<file path="src/rtl/cac_dec_seq.sv">
// Sequential Fibonacci-weight (FPF-CAC) codeword decoder: accumulates BPC
// weighted bits per cycle and flags forbidden 010/101 windows.
module cac_dec_seq #(
  parameter int unsigned CW  = 9,
  parameter int unsigned DW  = 7,
  parameter int unsigned BPC = 3
) (
  input  logic          clk,
  input  logic          rst,
  input  logic          in_valid,
  output logic          in_ready,
  input  logic [CW-1:0] codein,
  output logic          out_valid,
  input  logic          out_ready,
  output logic [DW-1:0] dataout,
  output logic          err
);

  localparam int unsigned NSTEP = (CW + BPC - 1) / BPC;
  localparam int unsigned SW    = $clog2(NSTEP + 1);

  // Fibonacci weights packed DW bits per index, truncated mod 2^DW.
  function automatic logic [CW*DW-1:0] weight_tab();
    logic [CW*DW-1:0] tab;
    int unsigned      a;
    int unsigned      b;
    int unsigned      t;
    tab = '0;
    a   = 1;
    b   = 1;
    for (int unsigned i = 0; i < CW; i++) begin
      tab[i*DW +: DW] = DW'(a);
      t = a + b;
      a = b;
      b = t;
    end
    return tab;
  endfunction

  localparam logic [CW*DW-1:0] WTAB = weight_tab();

  typedef enum logic [1:0] {IDLE, ACC, DONE} state_t;

  state_t          state;
  logic [CW-1:0]   code;
  logic [DW-1:0]   acc;
  logic [SW-1:0]   step;
  logic [DW-1:0]   win_sum;
  logic            err_c;

  // Weight sum of the code bits belonging to the current step's window.
  always_comb begin
    win_sum = '0;
    for (int unsigned i = 0; i < CW; i++) begin
      if (code[i] && (SW'(i / BPC) == step)) begin
        win_sum = win_sum + WTAB[i*DW +: DW];
      end
    end
  end

  // Forbidden-pattern detector on the incoming codeword, latched at capture.
  always_comb begin
    err_c = 1'b0;
    for (int unsigned i = 0; i + 2 < CW; i++) begin
      if ((codein[i +: 3] == 3'b010) || (codein[i +: 3] == 3'b101)) begin
        err_c = 1'b1;
      end
    end
  end

  always_ff @(posedge clk) begin
    if (rst) begin
      state     <= IDLE;
      code      <= '0;
      acc       <= '0;
      step      <= '0;
      err       <= 1'b0;
      in_ready  <= 1'b1;
      out_valid <= 1'b0;
    end else begin
      case (state)
        IDLE: begin
          if (in_valid) begin
            code     <= codein;
            acc      <= '0;
            step     <= '0;
            err      <= err_c;
            in_ready <= 1'b0;
            state    <= ACC;
          end
        end
        ACC: begin
          acc  <= acc + win_sum;
          step <= step + SW'(1);
          if (step == SW'(NSTEP - 1)) begin
            out_valid <= 1'b1;
            state     <= DONE;
          end
        end
        DONE: begin
          if (out_ready) begin
            out_valid <= 1'b0;
            in_ready  <= 1'b1;
            state     <= IDLE;
          end
        end
        default: begin
          out_valid <= 1'b0;
          in_ready  <= 1'b1;
          state     <= IDLE;
        end
      endcase
    end
  end

  assign dataout = acc;

endmodule

</file>
<file path="config.mk">
export PLATFORM = sky130hd
export DESIGN_NAME = cac_dec_seq
export DESIGN_NICKNAME = d
export VERILOG_FILES = /design/src/rtl/cac_dec_seq.sv
export SDC_FILE = /design/constraint.sdc
export NUM_CORES = 1
export LEC_CHECK = 0
export CORE_MARGIN = 2
export CORE_UTILIZATION = 54
export DETAILED_ROUTE_END_ITERATION = 16
export PLACE_DENSITY_LB_ADDON = 0.08
export SLEW_MARGIN = 20
export SYNTH_ARGS = -nofsm -noshare
export SYNTH_HDL_FRONTEND = slang
export SYNTH_SLANG_ARGS = --single-unit
</file>
<file path="constraint.sdc">
create_clock -name clk -period 7.4 [get_ports clk]
set_input_delay 0.74 -clock clk [delete_from_list [all_inputs] [get_ports clk]]
set_output_delay 0.74 -clock clk [all_outputs]
set_load 0.005 [all_outputs]
</file>
==> key figures <==
Cells and area
  • Area Overhead vs Synth: 13.58%
  • Most common cell after layout, fill and taps aside: nand2_1
  • Nets: 312
  • # diodes: 0
  • Finished Core Util: 63.64%
  • Most frequent cells in the layout: 36 x nand2_1, 27 x a21oi_1, 23 x dfxtp_1, 22 x clkdlybuf4s50_1, 19 x nor2_1
  • Final Non-Filler Cells: 327
  • Layout cells sized above 1: 7.168%

Worst setup path
  • Bufs and invs on worst path: 5
  • Worst R2R Path Depth: 31
  • CP Max Fanout: 5
  • Cell seen most often among critical-path stages: ha_1
  • Origin of the worst setup path: step[0]
  • Slowest stage delay, CP: 0.36 ns
  • Worst Setup Path Type: reg2reg
  • Reg2Reg Setup Slack: 0.98 ns
  • Crit. End Element: flop
  • FF-to-FF End: dataout[6]
  • CP startpoint kind: flop
  • Critical Path RT: 7.54 ns
  • CP max-delay cell: dfxtp_1
  • CP arrival: 6.56 ns
  • CP delay by family, top: adder cells
  • Worst reg2reg startpoint: step[0]

Yosys
  • Post-synthesis sequential area ratio: 22.62%
  • Synth Flop Type: dfxtp_1
  • Asr flop ratio synth: 0%
  • Distinct cell type count after synthesis: 53
  • Syn avg cell area: 7.740 sq um
  • Cells after Synth: 263
  • Synth Register Bits: 23
  • Syn_nets: 295
  • Yosys warns: 0
  • Mapped Area: 2036 sq um
  • Number of synthesized flops with an enable pin: 0

Power and ir drop
  • Clk pwr share: 27.9%
  • Seq pwr share: 47.2%
  • NetSw: 0.08874 mW
  • Power, Total: 0.2893 mW
  • Peak supply drop: 0.00009124 V
  • Switching Fraction: 30.67%
  • Leakage: 0.9493 nW
  • Logic gate share of total power: 24.9%
  • Pint: 0.2006 mW
  • Power per cell area: 125.1 nW/um^2

Clock tree
  • Cts repair resizes: 0
  • Cts hold-fix bufs: 0
  • Clk buf depth: 2
  • H-tree depth: 1
  • # clock sinks: 23
  • Clk root buf: clkbuf_8
  • Post-CTS setup buffer count: 0
  • Clock transition at path regs: 0.09 ns
  • TritonCTS clock tree: built
  • Skew-Pair Late Insertion Delay: 0.27 ns
  • CTS Buf Count: 3

Floorplan
  • Rows: 22
  • Initial Utilization: 56.03%
  • Top Ports: 23
  • Die width: 65.40 um
  • Core Footprint: 3633 sq um
  • Area of the die: 4277 sq um
  • Die height: 65.40 um

STA
  • Final worst slack: 0.9813 ns
  • Slew margin rel.: 41.12%
  • Final Setup Violations: 0
  • Final Critical Period: 6.419 ns
  • Final Hold Violating Endpoints: 0
  • Fmax: 0.1558 GHz
  • Fin crit share: 86.74%
  • Post-route clock skew: 0.007403 ns
  • Slew @ Worst Pin: 0.8805 ns
  • Slew Viols, Final: 0
  • Sum Neg Setup Slack: 0 ns
  • RSZ-0062 raised after global routing: false

Routing
  • Routed WL: 3.933 mm
  • Vias per cell: 5.379
  • DRC: 0
  • Via count: 1759
  • Routed wire per std cell: 12.03 um
  • Drt first pass iters: 4
  • Initial DRC Count: 95
  • Post-DRT Antenna Nets: 0

GRT
  • Initial antenna violation count: 0
  • GRT Util Overall: 20.86%
  • Vias in the first global route: 1658
  • Largest net degree at the start of global routing: 25
  • First-pass GRT wire length: 7.113 mm
  • Grt total ovfl: 0

Min path
  • Class of the tightest hold or removal check: reg2reg
  • Hold EP: code[2]
  • WHS Path Cells: 2
  • Hold Path Origin: code[2]

Place
  • Port Buffers: 22
  • Post-Place Cells: 323
  • Dpl hpwl: 3.062 mm
  • Gpl congestion: 0.8150
  • Dpl ws: 1.002 ns

Run
  • MaxCap Viol Count: 0

Run status
  • Status: complete, no violations
==> metrics by stage <==
stage / instance area (sq um) / hold slack, ns
4_1_cts: 2312 / 0.4552
3_3_place_gp: 2266 / 0.4374
6_report: 2312 / 0.4506
2_1_floorplan: 2036 / 0.4317
5_1_grt: 2312 / 0.4834
3_5_place_dp: 2266 / 0.4437
==> sequential cells by signal, summed over array words and instances, names as in the netlist <==
register	flops
code	9
out_valid	1
err	1
dataout	7
in_ready	1
step	2
state	2
==> worst max-delay path by stage <==
stage,end,depth (start not counted)
final,dataout[6],31
after global routing,dataout[6],31
after CTS,dataout[6],31
after detailed placement,dataout[6],31
after global placement,dataout[6],31
after floorplan,dataout[6],31
==> cell families after synthesis <==
logic type	count (synthesis)	share of synthesized area [%]
flip-flops	23	22.62
multiplexers	2	1.045
adder cells (fa/ha/maj)	19	12.05
XOR/XNOR	28	12.78
buffers and inverters	26	5.409
AND/OR/NAND/NOR	102	25.14
AO/OA/AOI/OAI	63	20.96
==> Yosys cell counts, drive strengths merged, types with 6 or more instances <==
cell type / count / area, sq um
a21oi: 27 / 135.1
and2: 6 / 40.04
dfxtp: 23 / 460.4
ha: 18 / 225.2
inv: 16 / 60.06
nand2: 36 / 135.1
nand2b: 6 / 37.54
nand3: 11 / 55.05
nor2: 19 / 71.32
o21ai: 9 / 45.04
o21bai: 6 / 52.55
xnor2: 19 / 173.9
xor2: 9 / 86.34
==> per-layer routing <==
metal	up-vias	GRT usage (%)	part of all wire [%]
li1	932	-	-
met3	5	2.226	2.9
met2	27	34.31	43
met4	0	6.510	1.3
met5	-	0	0
met1	795	28.66	52
==> power groups by stage <==
stage,logic (mW),registers [mW],clock network [mW]
2_1_floorplan,0.0524,0.137,0
3_3_place_gp,0.0710,0.139,0
3_5_place_dp,0.0728,0.139,0
4_1_cts,0.0730,0.136,0.0825
5_1_grt,0.0828,0.138,0.0856
6_report,0.0721,0.136,0.0808
==> worst min-delay path, stage by stage (launching register included) <==
cell	delay, ns
dfxtp_1	0.31
nand2_1	0.05
a21oi_1	0.05
==> layout make-up <==
| class | count | area (sq um) |
|---|---|---|
| Clock buffer | 3 | 41.29 |
| Clock inverter | 1 | 5.005 |
| Fill cell | 369 | 1321 |
| Inverter | 16 | 60.06 |
| Multi-Input combinational cell | 214 | 1465 |
| Sequential cell | 23 | 460.4 |
| Tap cell | 48 | 60.06 |
| Timing Repair Buffer | 22 | 220.2 |
Power figures use the tool's default switching activity.
